--- src/rtl/bsr_layer_sequencer.sv ---
// Multi-layer load/compute scheduler: drives bsr_dma through per-layer SEL/START CSR writes
// and ping-pongs two weight banks so that the next layer loads while the current one computes.
module bsr_layer_sequencer #(
   parameter int unsigned MAX_LAYERS     = 8,
   parameter int unsigned MAX_RETRY      = 3,
   parameter int unsigned TIMEOUT_CYCLES = 1000000
) (
   input  logic        clk,
   input  logic        rst_n,
   input  logic        seq_start,
   input  logic        seq_abort,
   input  logic [3:0]  cfg_num_layers,
   input  logic        cfg_word_mode,
   output logic [7:0]  dma_csr_addr,
   output logic        dma_csr_wen,
   output logic [31:0] dma_csr_wdata,
   input  logic        dma_busy,
   input  logic        dma_done,
   input  logic        dma_error,
   output logic        load_bank,
   output logic        comp_start,
   output logic [2:0]  comp_layer,
   output logic        comp_bank,
   input  logic        comp_done,
   output logic        seq_busy,
   output logic        seq_done,
   output logic        seq_error,
   output logic [1:0]  retry_count
);

   localparam logic [3:0]  LP_MAX_LAYERS = 4'(MAX_LAYERS);
   localparam logic [1:0]  LP_MAX_RETRY  = 2'(MAX_RETRY);
   localparam logic [31:0] LP_TMO_LAST   = 32'(TIMEOUT_CYCLES - 1);
   localparam logic [7:0]  LP_CSR_SEL    = 8'h50;
   localparam logic [7:0]  LP_CSR_CTRL   = 8'h51;

   typedef enum logic [2:0] {L_IDLE, L_WAITBANK, L_SEL, L_GO, L_WAIT, L_NEXT} lstate_t;
   typedef enum logic [1:0] {C_IDLE, C_WAIT, C_RUN} cstate_t;

   lstate_t     r_lst;
   cstate_t     r_cst;
   logic [2:0]  r_lyr;
   logic [2:0]  r_cly;
   logic [3:0]  r_num;
   logic        r_word_mode;
   logic [1:0]  r_retry;
   logic [31:0] r_tmo;
   logic [1:0]  r_bank_full;
   logic [7:0]  r_csr_addr;
   logic        r_csr_wen;
   logic [31:0] r_csr_wdata;
   logic        r_load_bank;
   logic        r_comp_start;
   logic [2:0]  r_comp_layer;
   logic        r_comp_bank;
   logic        r_seq_busy;
   logic        r_seq_done;
   logic        r_seq_error;

   logic [3:0]  w_num_clamp;
   logic        w_start;
   logic        w_ld_fail;
   logic        w_ld_ok;
   logic        w_fatal;
   logic        w_abort;
   logic [1:0]  w_bank_set;
   logic [1:0]  w_bank_clr;
   logic [3:0]  w_lyr_next;
   logic [3:0]  w_cly_next;
   logic        w_unused;

   assign w_unused    = dma_busy;
   assign w_num_clamp = (cfg_num_layers > LP_MAX_LAYERS) ? LP_MAX_LAYERS : cfg_num_layers;
   assign w_start     = seq_start && !r_seq_busy && !seq_abort;
   // A timeout counts as an error, and an error beats a simultaneous done.
   assign w_ld_fail   = (r_lst == L_WAIT) && (dma_error || (r_tmo == LP_TMO_LAST));
   assign w_ld_ok     = (r_lst == L_WAIT) && dma_done && !w_ld_fail;
   assign w_fatal     = w_ld_fail && (r_retry == LP_MAX_RETRY);
   assign w_abort     = seq_abort || w_fatal;
   assign w_bank_set  = w_ld_ok ? (r_lyr[0] ? 2'b10 : 2'b01) : 2'b00;
   assign w_bank_clr  = ((r_cst == C_RUN) && comp_done) ? (r_cly[0] ? 2'b10 : 2'b01) : 2'b00;
   assign w_lyr_next  = {1'b0, r_lyr} + 4'd1;
   assign w_cly_next  = {1'b0, r_cly} + 4'd1;

   always_ff @(posedge clk or negedge rst_n) begin
      if (!rst_n) begin
         r_lst        <= L_IDLE;
         r_cst        <= C_IDLE;
         r_lyr        <= '0;
         r_cly        <= '0;
         r_num        <= '0;
         r_word_mode  <= 1'b0;
         r_retry      <= '0;
         r_tmo        <= '0;
         r_bank_full  <= '0;
         r_csr_addr   <= '0;
         r_csr_wen    <= 1'b0;
         r_csr_wdata  <= '0;
         r_load_bank  <= 1'b0;
         r_comp_start <= 1'b0;
         r_comp_layer <= '0;
         r_comp_bank  <= 1'b0;
         r_seq_busy   <= 1'b0;
         r_seq_done   <= 1'b0;
         r_seq_error  <= 1'b0;
      end else begin
         r_csr_wen    <= 1'b0;
         r_comp_start <= 1'b0;
         r_seq_done   <= 1'b0;
         if (w_abort) begin
            r_lst       <= L_IDLE;
            r_cst       <= C_IDLE;
            r_bank_full <= '0;
            r_seq_busy  <= 1'b0;
            r_retry     <= '0;
            if (w_fatal)
               r_seq_error <= 1'b1;
         end else begin
            r_bank_full <= (r_bank_full & ~w_bank_clr) | w_bank_set;
            // Banks are always empty when idle, so the first SEL write needs no bank wait.
            if (w_start) begin
               r_seq_error <= 1'b0;
               r_num       <= w_num_clamp;
               r_word_mode <= cfg_word_mode;
               r_lyr       <= '0;
               r_cly       <= '0;
               r_retry     <= '0;
               if (w_num_clamp == 4'd0) begin
                  r_seq_done <= 1'b1;
               end else begin
                  r_seq_busy  <= 1'b1;
                  r_lst       <= L_SEL;
                  r_cst       <= C_WAIT;
                  r_csr_wen   <= 1'b1;
                  r_csr_addr  <= LP_CSR_SEL;
                  r_csr_wdata <= '0;
                  r_load_bank <= 1'b0;
               end
            end

            case (r_lst)
               L_WAITBANK: begin
                  if (!r_bank_full[r_lyr[0]]) begin
                     r_lst       <= L_SEL;
                     r_csr_wen   <= 1'b1;
                     r_csr_addr  <= LP_CSR_SEL;
                     r_csr_wdata <= {29'b0, r_lyr};
                     r_load_bank <= r_lyr[0];
                  end
               end
               L_SEL: begin
                  r_lst       <= L_GO;
                  r_csr_wen   <= 1'b1;
                  r_csr_addr  <= LP_CSR_CTRL;
                  r_csr_wdata <= {29'b0, r_word_mode, 2'b01};
               end
               L_GO: begin
                  r_lst <= L_WAIT;
                  r_tmo <= '0;
               end
               L_WAIT: begin
                  if (w_ld_fail) begin
                     r_retry     <= r_retry + 2'd1;
                     r_lst       <= L_SEL;
                     r_csr_wen   <= 1'b1;
                     r_csr_addr  <= LP_CSR_SEL;
                     r_csr_wdata <= {29'b0, r_lyr};
                  end else if (w_ld_ok) begin
                     r_lst <= L_NEXT;
                  end else begin
                     r_tmo <= r_tmo + 32'd1;
                  end
               end
               L_NEXT: begin
                  r_retry <= '0;
                  if (w_lyr_next == r_num) begin
                     r_lst <= L_IDLE;
                  end else begin
                     r_lyr <= r_lyr + 3'd1;
                     r_lst <= L_WAITBANK;
                  end
               end
               default: ;
            endcase

            case (r_cst)
               C_WAIT: begin
                  if (r_bank_full[r_cly[0]]) begin
                     r_cst        <= C_RUN;
                     r_comp_start <= 1'b1;
                     r_comp_layer <= r_cly;
                     r_comp_bank  <= r_cly[0];
                  end
               end
               C_RUN: begin
                  if (comp_done) begin
                     if (w_cly_next == r_num) begin
                        r_seq_done <= 1'b1;
                        r_seq_busy <= 1'b0;
                        r_cst      <= C_IDLE;
                     end else begin
                        r_cly <= r_cly + 3'd1;
                        r_cst <= C_WAIT;
                     end
                  end
               end
               default: ;
            endcase
         end
      end
   end

   assign dma_csr_addr  = r_csr_addr;
   assign dma_csr_wen   = r_csr_wen;
   assign dma_csr_wdata = r_csr_wdata;
   assign load_bank     = r_load_bank;
   assign comp_start    = r_comp_start;
   assign comp_layer    = r_comp_layer;
   assign comp_bank     = r_comp_bank;
   assign seq_busy      = r_seq_busy;
   assign seq_done      = r_seq_done;
   assign seq_error     = r_seq_error;
   assign retry_count   = r_retry;

endmodule

--- config.mk ---
export PLATFORM = sky130hd
export DESIGN_NAME = bsr_layer_sequencer
export DESIGN_NICKNAME = d
export VERILOG_FILES = /design/src/rtl/bsr_layer_sequencer.sv
export SDC_FILE = /design/constraint.sdc
export NUM_CORES = 1
export LEC_CHECK = 0
export BUFFER_PORTS_ARGS = -buffer_cell sky130_fd_sc_hd__buf_2
export CORE_AREA = 2 2 109 122
export CTS_CLUSTER_SIZE = 40
export DETAILED_ROUTE_END_ITERATION = 16
export DIE_AREA = 0 0 111 124
export GPL_TIMING_DRIVEN = 1
export HOLD_SLACK_MARGIN = 0.1
export PLACE_DENSITY = 0.57
export SETUP_SLACK_MARGIN = 0.1
export SLEW_MARGIN = 20
export SYNTH_ARGS = -nofsm -noshare
export SYNTH_HDL_FRONTEND = slang
export SYNTH_SLANG_ARGS = --single-unit
--- constraint.sdc ---
create_clock -name clk -period 4.6 [get_ports clk]
set_input_delay 0.46 -clock clk [delete_from_list [all_inputs] [get_ports clk]]
set_output_delay 0.46 -clock clk [all_outputs]
set_load 0.005 [all_outputs]
# Yosys cells after proc, flatten, opt, wreduce, memory -nomap -nowiden
# Cells that the tools add are included.
# W data, S select, Z words.
[word_totals]
reg_bits = 102
output_inout_bits = 52
wordCells = 142
in_bits = 13
[op_classes]
n_addsub = 6
n_lt_le_gt_ge = 3
eq_ne = 14
n_mux = 77
bitwise_logic = 4
n_reduce_logical = 19
[ops]
columns = ["cell", "count"]
rows = [
  ["$mux W32", 6],
  ["$pmux W32 S3", 1],
  ["$pmux W32 S2", 1],
  ["$mux W3", 13],
  ["$mux W1", 33],
  ["$add A32 B1 Y32 const B", 1],
  ["$eq A32 B20 Y1 const B", 1],
  ["$mux W8", 4],
  ["$mux W2", 13],
  ["$pmux W8 S3", 1],
  ["$pmux W3 S5", 1],
  ["$add A3 B1 Y4 const B", 2],
  ["$eq A4 B4 Y1", 2],
  ["$pmux W2 S2", 2],
  ["$logic_and A1 B1 Y1", 7],
  ["$add A3 B1 Y3 const B", 2],
  ["$eq A3 B2 Y1 const B", 2],
  ["$eq A3 B3 Y1 const B", 2],
  ["$ne A2 B2 Y1 const B", 3],
  ["$eq A2 B2 Y1 const B", 2],
  ["$gt A4 B4 Y1 const B", 1],
  ["$logic_not A4 Y1", 1],
  ["$lt A1 B2 Y1 const B", 2],
  ["$mux W4", 1],
  ["other kinds (14)", 19],
]

# Longest topological paths before layout
# Gate-level depths: netlist (run 1).
[depth]
depth_word = 9
ltp_mapped = 9
mapped_depth_nobuf = 7

# Worst setup path before layout (run 1)
# Ideal clock, no wire load.
[synth_timing]
path_kind = "register to register"
from = "reg r_lst[1]"
to = "reg r_tmo[24]"
period_less_slack_ns = 2.099
stages_incl_launch_ff = 8
slack_ns = 2.501
arrival_time_ns = 1.967
n_path_buf = 1
path_cell_list = "dfrtp_1 -> or3b_1 -> o31a_1 -> nor4_4 -> buf_6 -> nand4_1 -> xnor2_1 -> nor2_1"
[synth_via]
elab_chain_len = 6
word_cells_on_any_way = 14
cone_classes = "eq/ne (4); mux (1); bitwise (1); reduce/logical (8)"
[synth_lines]
columns = ["item", "line_no", "rtl"]
rows = [
  ["start, declared", "40", "lstate_t r_lst;"],
  ["start signal, assigned", "87", "r_lst <= L_IDLE;"],
  ["start signal, assigned", "111", "r_lst <= L_IDLE;"],
  ["start signal, assigned", "132", "r_lst <= L_SEL;"],
  ["$eq A3 B3 Y1", "76, 77, 141", ""],
  ["$logic_and A1 B1 Y1", "76", "assign w_ld_fail = (r_lst == L_WAIT) && (dma_error || (r_tmo == LP_TMO_LAST));"],
  ["$logic_not A1 Y1 or $logic_and A1 B1 Y1 (tied branches)", "77, 78", ""],
  ["$logic_and A1 B1 Y1 or $logic_or A1 B1 Y1 (tied branches)", "77, 79", ""],
  ["$ne A2 B2 Y1 (no source line) or $not A1 Y1 (tied branches)", "--", ""],
  ["$reduce_and A4 Y1 (no source line)", "--", ""],
  ["end signal, assigned", "171", "r_tmo <= r_tmo + 32'd1;"],
  ["end, declared", "47", "logic [31:0] r_tmo;"],
]
# Several ways; a longest one is shown, not always the timed one.
# A chain may end at the register's enable or synchronous reset.

# Worst setup path in the final report (run 1)
[layout_timing]
from = "reg r_tmo[16]"
to = "reg r_csr_wdata[25], in the netlist dma_csr_wdata[25]"
[layout_via]
elab_chain_len = 5
word_cells_on_any_way = 7
cone_classes = "eq/ne (1); mux (2); reduce/logical (4)"
[layout_lines]
columns = ["item", "line_no", "rtl"]
rows = [
  ["$eq A32 B20 Y1 (*)", "76", ""],
  ["$logic_or A1 B1 Y1 (*)", "76", ""],
  ["$logic_and A1 B1 Y1 (*)", "76", ""],
  ["$mux W32 or $logic_and A1 B1 Y1 (tied branches)", "162, 78", ""],
  ["$pmux W32 S3 or $logic_or A1 B1 Y1 (tied branches)", "141, 79", ""],
  ["end signal, assigned", "147", "r_csr_wdata <= {29'b0, r_lyr};"],
  ["end signal, assigned", "155", "r_csr_wdata <= {29'b0, r_word_mode, 2'b01};"],
  ["end signal, assigned", "167", "r_csr_wdata <= {29'b0, r_lyr};"],
  ["end, declared", "51", "logic [31:0] r_csr_wdata;"],
]
# Mark *: on every way between the ends. The rest lies on a longest branch, timed or not.

==> impl_results.md, run 1 <==
* Vias per cell at 5.23
* Syn nets at 493
* TritonCTS Buffers at 9
* H-tree lvl count at 3
* Largest vdd supply drop at 203 uV
* Detailed router's first-iteration violation count at 210
* Wirelength per Cell at 15.2 um
* First-pass GRT wire length at 17,600 um
* Clock tree skew after final layout at 0.00714 ns
* Per-instance average area after synthesis at 10.3 um2
* Fraction of final layout cells with drive strength greater than 1 at 0.199
* Count of flip-flops with a built-in enable after synthesis at 0
* Site Rows at 43
* FF-to-FF setup slack at 1.83 ns
* Horizontal extent of the die at 111 um
* Cell count of the worst reg-to-reg path at 7
* Number of fill cells at 1,172
* Final-report hold violation count at 0
* Hold Path Class: primary input to asynchronous set/reset pin
* Wire length after detailed routing at 10,500 um
* Slowest stage cell on the critical path: sky130_fd_sc_hd__o31a_2
* DRC Markers at 0
* Uppermost layer routed: met4
* Placed Cells incl. Taps at 673
* Vias after detailed routing at 3,601
* Cell-by-cell trace of the critical path: and4_1 > nand4_1 > o21ba_2 > nor2_1 > o31a_2 > buf_4 > nor2b_1
* Fraction of the yosys area taken by sequential cells at 0.516
* Reg-to-Reg End: dma_csr_wdata[25]$_DFFE_PN0P_
* Number of nets with antenna violations after routing at 0
* Reported leakage power at 2.71 nW
* Final setup vio count at 0
* Antenna violations before repair at 0
* Post-synthesis register bit count at 101
* Final total negative setup slack at 0 ns
* Die footprint at 0.0138 mm2
* Worst-case clock buffer depth at 2
* Pin count of the biggest net entering global routing at 64
* Critical-path maximum fanout at 29
* Distinct cells, synth at 63
* Power Dens Cells at 345 mW/mm2
* Syn-to-layout area delta at 14.8%
* Clock tree root buffer cell: sky130_fd_sc_hd__clkbuf_16
* Clock tree from TritonCTS: built
* Number of search-and-repair iterations in the first detailed-routing pass at 4
* Instance count of the mapped netlist at 474
* Crit share post-route at 0.602
* Nets@finish at 546
* Largest delay contributor family on the critical path: simple AND/OR/NAND/NOR gates
* Primary flip-flop cell chosen by synthesis mapping: sky130_fd_sc_hd__dfrtp_1
* Sequential cell area at 0.00253 mm2
* Initial Utilization at 0.394
* Share of async-settable or async-resettable flops after synthesis at 1.00
* Total half-perimeter wirelength after legalization and detailed placement at 7220 um
* Gp weighted congestion at 0.790
* Synth warn at 0
* Transition time of the tightest slew-check pin at 0.840 ns
* Core outline area at 0.0124 mm2
* Total routing usage reported by global routing at 0.160
* Arrival time at the worst endpoint at 3.02 ns
* Multi-input combinational cell area at 0.00220 mm2
* Clock sink count at 101
* Insertion delay to the later sink of the worst-skew pair at 0.36 ns
* Reg-to-reg startpoint: r_tmo[16]$_DFFE_PN0P_
* Reported max-cap violation count at 0
* Mapped Area at 0.00489 mm2
* Outcome: finished, final reports clean
* Met1 routed wirelength after detailed routing at 4730 um
* Critical path class: register to register
* Number of global-route vias before repair at 3,515
* CP bufs+invs at 1
* Number of ports placed on the die boundary at 65
* CP required at 4.85 ns
* Met3 wire length at 299 um
* Overflow left after global routing at 0
* Vertical die dimension at 124 um
* Maximum achievable frequency at 361 MHz
* Clock-pin slew on the worst setup and hold paths at 0.08 ns
* Most frequent cells in the layout: 101 x sky130_fd_sc_hd__dfrtp_1, 62 x sky130_fd_sc_hd__buf_2, 48 x sky130_fd_sc_hd__nor2_1
* Normalized max-slew margin at 0.436
* Final standard cell count with taps included and fillers excluded at 689
* Final slew viol count at 0
* Crit path time final at 2.77 ns
* Routed length on met2 at 5210 um
* Sort of element at the start of the critical path: register
* Number of buffers inserted by post-CTS setup repair at 0
* Most common cell after layout, fill and taps aside: sky130_fd_sc_hd__dfrtp_1
* Number of antenna repair diodes at 0
* Capturing element type of the critical path: register
* Maximum single-stage delay on the critical path at 0.56 ns
* Setup repair after global routing missed its margin: no
* Hold_buf cts at 0
* I/O Buffers at 63
* Post_cts resized at 0
flip-flops by register name, indices dropped and copies added, names as in the netlist:
name	count
comp_start	1
r_lst	3
r_tmo	32
r_lyr	3
r_num	4
retry_count	2
r_bank_full	2
dma_csr_wdata	32
comp_layer	3
seq_error	1
r_word_mode	1
load_bank	1
dma_csr_addr	8
r_cly	3
seq_done	1
r_cst	2
seq_busy	1
dma_csr_wen	1
synth_stat cells, types with 2 or more instances:
| cell | number | area, um2 |
|---|---|---|
| sky130_fd_sc_hd__nor4_1 | 5 | 31.3 |
| sky130_fd_sc_hd__o21bai_1 | 2 | 15.0 |
| sky130_fd_sc_hd__or3_1 | 3 | 18.8 |
| sky130_fd_sc_hd__nand4_1 | 14 | 87.6 |
| sky130_fd_sc_hd__xor2_1 | 21 | 184 |
| sky130_fd_sc_hd__o21ba_2 | 2 | 20.0 |
| sky130_fd_sc_hd__a21o_1 | 3 | 22.5 |
| sky130_fd_sc_hd__a21bo_2 | 2 | 20.0 |
| sky130_fd_sc_hd__o22ai_1 | 2 | 12.5 |
| sky130_fd_sc_hd__nor3b_1 | 7 | 52.6 |
| sky130_fd_sc_hd__xnor2_1 | 13 | 114 |
| sky130_fd_sc_hd__buf_6 | 3 | 33.8 |
| sky130_fd_sc_hd__buf_2 | 3 | 15.0 |
| sky130_fd_sc_hd__ha_1 | 6 | 75.1 |
| sky130_fd_sc_hd__and3_1 | 11 | 68.8 |
| sky130_fd_sc_hd__nor4_2 | 4 | 50.1 |
| sky130_fd_sc_hd__nor4b_1 | 2 | 17.5 |
| sky130_fd_sc_hd__o21ai_0 | 23 | 115 |
| sky130_fd_sc_hd__and4_1 | 2 | 17.5 |
| sky130_fd_sc_hd__clkbuf_1 | 17 | 63.8 |
| sky130_fd_sc_hd__nand3_1 | 21 | 105 |
| sky130_fd_sc_hd__nor3_1 | 5 | 25.0 |
| sky130_fd_sc_hd__a211o_1 | 2 | 17.5 |
| sky130_fd_sc_hd__nand2b_1 | 10 | 62.6 |
| sky130_fd_sc_hd__mux2_2 | 6 | 67.6 |
| sky130_fd_sc_hd__nor2_1 | 48 | 180 |
| sky130_fd_sc_hd__nand2_1 | 21 | 78.8 |
| sky130_fd_sc_hd__a21oi_1 | 16 | 80.1 |
| sky130_fd_sc_hd__nor4_4 | 2 | 42.5 |
| sky130_fd_sc_hd__nand3b_1 | 4 | 30.0 |
| sky130_fd_sc_hd__o31a_1 | 2 | 17.5 |
| sky130_fd_sc_hd__nor2b_1 | 39 | 244 |
| sky130_fd_sc_hd__o311ai_0 | 2 | 17.5 |
| sky130_fd_sc_hd__dfrtp_1 | 101 | 2530 |
| sky130_fd_sc_hd__o221ai_1 | 2 | 17.5 |
| sky130_fd_sc_hd__a41oi_1 | 2 | 17.5 |
| sky130_fd_sc_hd__inv_1 | 12 | 45.0 |
| sky130_fd_sc_hd__and2_1 | 4 | 25.0 |
| sky130_fd_sc_hd__a31oi_1 | 6 | 37.5 |
stage by stage:
step / hold WS, ns / util / instance area, um2 / total power, mW / setup slack, ns
after detailed placement: 0.479 / 0.428 / 5320 / 1.20 / 1.42
after global routing: 0.266 / 0.452 / 5620 / 2.04 / 1.58
final: 0.197 / 0.452 / 5620 / 1.94 / 1.83
after global placement: 0.467 / 0.428 / 5320 / 1.20 / 1.49
after CTS: 0.230 / 0.452 / 5620 / 1.97 / 1.41
after floorplan: 0.164 / - / 4890 / 1.12 / 2.50
logic make-up after synthesis:
kind of cell             synth area share
adder cells (fa/ha/maj)            0.0153
multiplexers                       0.0158
flip-flops                          0.516
AO/OA/AOI/OAI                       0.100
buffers and inverters              0.0355
XOR/XNOR                           0.0657
AND/OR/NAND/NOR                     0.251
worst max path at each step:
stage / startpoint / end / cells after the start
finish: r_tmo[16]$_DFFE_PN0P_ / dma_csr_wdata[25]$_DFFE_PN0P_ / 7
global route: r_tmo[16]$_DFFE_PN0P_ / dma_csr_wdata[19]$_DFFE_PN0P_ / 7
floorplan: r_lst[1]$_DFF_PN0_ / r_tmo[24]$_DFFE_PN0P_ / 7
detailed placement: r_tmo[16]$_DFFE_PN0P_ / dma_csr_wdata[25]$_DFFE_PN0P_ / 7
global placement: r_tmo[16]$_DFFE_PN0P_ / dma_csr_addr[1]$_DFFE_PN0P_ / 7
CTS: r_tmo[16]$_DFFE_PN0P_ / dma_csr_wdata[25]$_DFFE_PN0P_ / 7
final cells by class:
cell class | instances | share of cell area
sequential | 101 | 0.450
inverter | 12 | 0.00802
timing repair buffer | 68 | 0.0632
tap | 157 | 0.0350
multi-input combinational | 335 | 0.391
clock buffer | 9 | 0.0401
clock inverter | 7 | 0.0131
power by group:
group / switching [mW] / internal, mW
Sequential: 0.0467 / 0.935
Clock: 0.376 / 0.385
Combinational: 0.112 / 0.0862
layer usage:
layer,track usage,vias to the layer above
met2,0.262,50
met1,0.204,1772
met3,0.0341,17
li1,-,1762
met4,0.0797,0
met5,0,-
(Power assumes the default switching activity.)
==> inputs of run 2 (changes only) <==
--- a/config.mk
+++ b/config.mk
@@ -12,7 +12,7 @@
 export DIE_AREA = 0 0 111 124
 export GPL_TIMING_DRIVEN = 1
 export HOLD_SLACK_MARGIN = 0.1
-export PLACE_DENSITY = 0.57
+export PLACE_DENSITY = 0.59
 export SETUP_SLACK_MARGIN = 0.1
 export SLEW_MARGIN = 20
 export SYNTH_ARGS = -nofsm -noshare
==> constraint.sdc (replaced) <==
create_clock -name clk -period 2.2 [get_ports clk]
set_input_delay 0.22 -clock clk [delete_from_list [all_inputs] [get_ports clk]]
set_output_delay 0.22 -clock clk [all_outputs]
set_load 0.005 [all_outputs]
==> impl_results.md, run 2 (synthesis gave the netlist of run 1 again) <==
* Outcome: finished, final reports clean
* Reg-to-Reg End: retry_count[0]$_DFF_PN0_
* Transition time of the tightest slew-check pin at 0.611 ns
* Antenna violations before repair at 0
* Clock sink count at 101
* Cell area after placement at 0.00558 mm2
* Number of ports placed on the die boundary at 65
* Total half-perimeter wirelength after legalization and detailed placement at 7640 um
* Critical path class: register to register
* Instance count along the most critical hold path at 3
* FF-to-FF setup slack at 0.12 ns
* Crit path time final at 2.08 ns
* Slowest stage cell on the critical path: sky130_fd_sc_hd__dfrtp_1
* Wirelength per Cell at 15.7 um
* Hold Crit Start: cfg_num_layers[0]
* Initial Utilization at 0.394
* Overflow left after global routing at 0
* Sequential cell area at 0.00253 mm2
* Final standard cell count with taps included and fillers excluded at 741
* DRC Markers at 0
* Fraction of final layout cells with drive strength greater than 1 at 0.315
* Cell-by-cell trace of the critical path: nor4b_1 > nand4_1 > o21ba_4 > buf_6 > or3_1 > a21o_1 > a21oi_2
* Reg-to-reg startpoint: r_tmo[12]$_DFFE_PN0P_
* TritonCTS Buffers at 9
* M2 GR Usage at 0.279
* Detailed router's first-iteration violation count at 269
* Layer with the highest usage: met2
* Critical-path maximum fanout at 6
* Number of antenna repair diodes at 0
* Number of search-and-repair iterations in the first detailed-routing pass at 4
* GR met3 Demand/Resource at 0.0350
* Reported leakage power at 3.04 nW
* Vias after detailed routing at 3,907
* Hold endpoint: r_num[0]$_DFFE_PN0P_
* Capturing element type of the critical path: register
* Normalized max-slew margin at 0.593
* Wire length after detailed routing at 11,600 um
* Clock tree root buffer cell: sky130_fd_sc_hd__clkbuf_16
* Most common cell after layout, fill and taps aside: sky130_fd_sc_hd__dfrtp_1
* Reported max-cap violation count at 0
* Power Dens Cells at 670 mW/mm2
* Final-report hold violation count at 0
* I/O Buffers at 63
* Tightest hold margin at 0.135 ns
* Pin count of the biggest net entering global routing at 45
* Number of fill cells at 1,119
* First-pass GRT wire length at 18,600 um
* Site Rows at 43
* CP required at 2.48 ns
* Final slew viol count at 0
* Cell count of the worst reg-to-reg path at 7
* Clock tree from TritonCTS: built
* H-tree lvl count at 3
* Syn-to-layout area delta at 29.2%
* Area of all placed cells without fillers at 0.00633 mm2
* Core outline area at 0.0124 mm2
* Multi-input combinational cell area at 0.00241 mm2
* Most frequent cells in the layout: 98 x sky130_fd_sc_hd__dfrtp_1, 62 x sky130_fd_sc_hd__buf_2, 46 x sky130_fd_sc_hd__nor2_1
* Insertion delay to the later sink of the worst-skew pair at 0.35 ns
* Maximum achievable frequency at 480 MHz
* Number of nets with antenna violations after routing at 0
* Die footprint at 0.0138 mm2
* Crit share post-route at 0.946
* Gp weighted congestion at 0.845
* Sort of element at the start of the critical path: register
* Vertical die dimension at 124 um
* Worst-case clock buffer depth at 2
* Horizontal extent of the die at 111 um
* Maximum single-stage delay on the critical path at 0.43 ns
* Number of global-route vias before repair at 3,830
* Setup repair after global routing missed its margin: yes
* Placed Cells incl. Taps at 704
* Hold Path Class: primary input to register
* Final total negative setup slack at 0 ns
* Nets@finish at 598
* Arrival time at the worst endpoint at 2.36 ns
* Total routing usage reported by global routing at 0.168
* Clock-pin slew on the worst setup and hold paths at 0.07 ns
* Clock tree skew after final layout at 0.00732 ns
* Vias per cell at 5.27
* Met1 Track Usage GR at 0.214
* Final setup vio count at 0
* Largest vdd supply drop at 652 uV
run 2: cell types whose count changed in the layout (fill, tap and decap cells not counted), sizes merged:
cell	previous run	this run
buf	68	115
clkbuf	9	11
clkinv	1	3
clkinvlp	2	0
dlygate4sd3	0	2
bufinv	0	1
inv	16	15
or2	2	3
run 2: final cells by class:
cell class	count	area share
sequential	101	0.400
multi-input combinational	336	0.380
timing repair buffer	119	0.133
clock buffer	9	0.0356
tap	157	0.0311
clock inverter	7	0.0127
inverter	12	0.00712
run 2: worst max path at each step:
stage / startpoint / to / slack (ns) / cells after the start
after floorplan: r_lst[1]$_DFF_PN0_ / r_tmo[24]$_DFFE_PN0P_ / 0.10 / 7
after global placement: r_tmo[26]$_DFFE_PN0P_ / r_num[3]$_DFFE_PN0P_ / 0.06 / 6
after detailed placement: r_lst[1]$_DFF_PN0_ / r_tmo[8]$_DFFE_PN0P_ / 0.03 / 6
after CTS: r_tmo[23]$_DFFE_PN0P_ / dma_csr_addr[0]$_DFFE_PN0P_ / 0.09 / 7
after global routing: r_tmo[1]$_DFFE_PN0P_ / r_tmo[5]$_DFFE_PN0P_ / -0.03 / 9
final: r_tmo[12]$_DFFE_PN0P_ / retry_count[0]$_DFF_PN0_ / 0.12 / 7
run 2: stage by stage:
step | util | setup slack (ns) | power, mW
global route | 0.509 | -0.0258 | 4.43
global placement | 0.449 | 0.0553 | 2.53
floorplan | - | 0.101 | 2.34
detailed placement | 0.449 | 0.0316 | 2.55
CTS | 0.481 | 0.0921 | 4.21
finish | 0.509 | 0.118 | 4.24
run 2: timing repair:
item,in CTS,in global routing
pin swaps,3,23
hold buffers,2,0
endpoints found under the setup margin,57,82
resized for setup,12,41
setup buffers,5,8
endpoints found under the hold margin,41,0
cloned,0,6
run 2: layer usage:
layer / vias up / share of wire
met3: 12 / 0.043
met4: 0 / 0.015
met2: 78 / 0.50
met1: 1938 / 0.44
li1: 1879 / -
met5: - / 0
run 2: where the power goes:
group | internal (mW) | total, mW | switching, mW
sequential | 1.96 | 2.04 | 0.0848
clock | 0.900 | 1.64 | 0.736
combinational | 0.268 | 0.562 | 0.294
run 2: critical path: cells and delay by family, from the launching register on:
family / cells / cell delay [ns]
compound gates: 3 / 0.61
buf+inv: 1 / 0.12
flops: 1 / 0.43
simple gates: 3 / 0.84
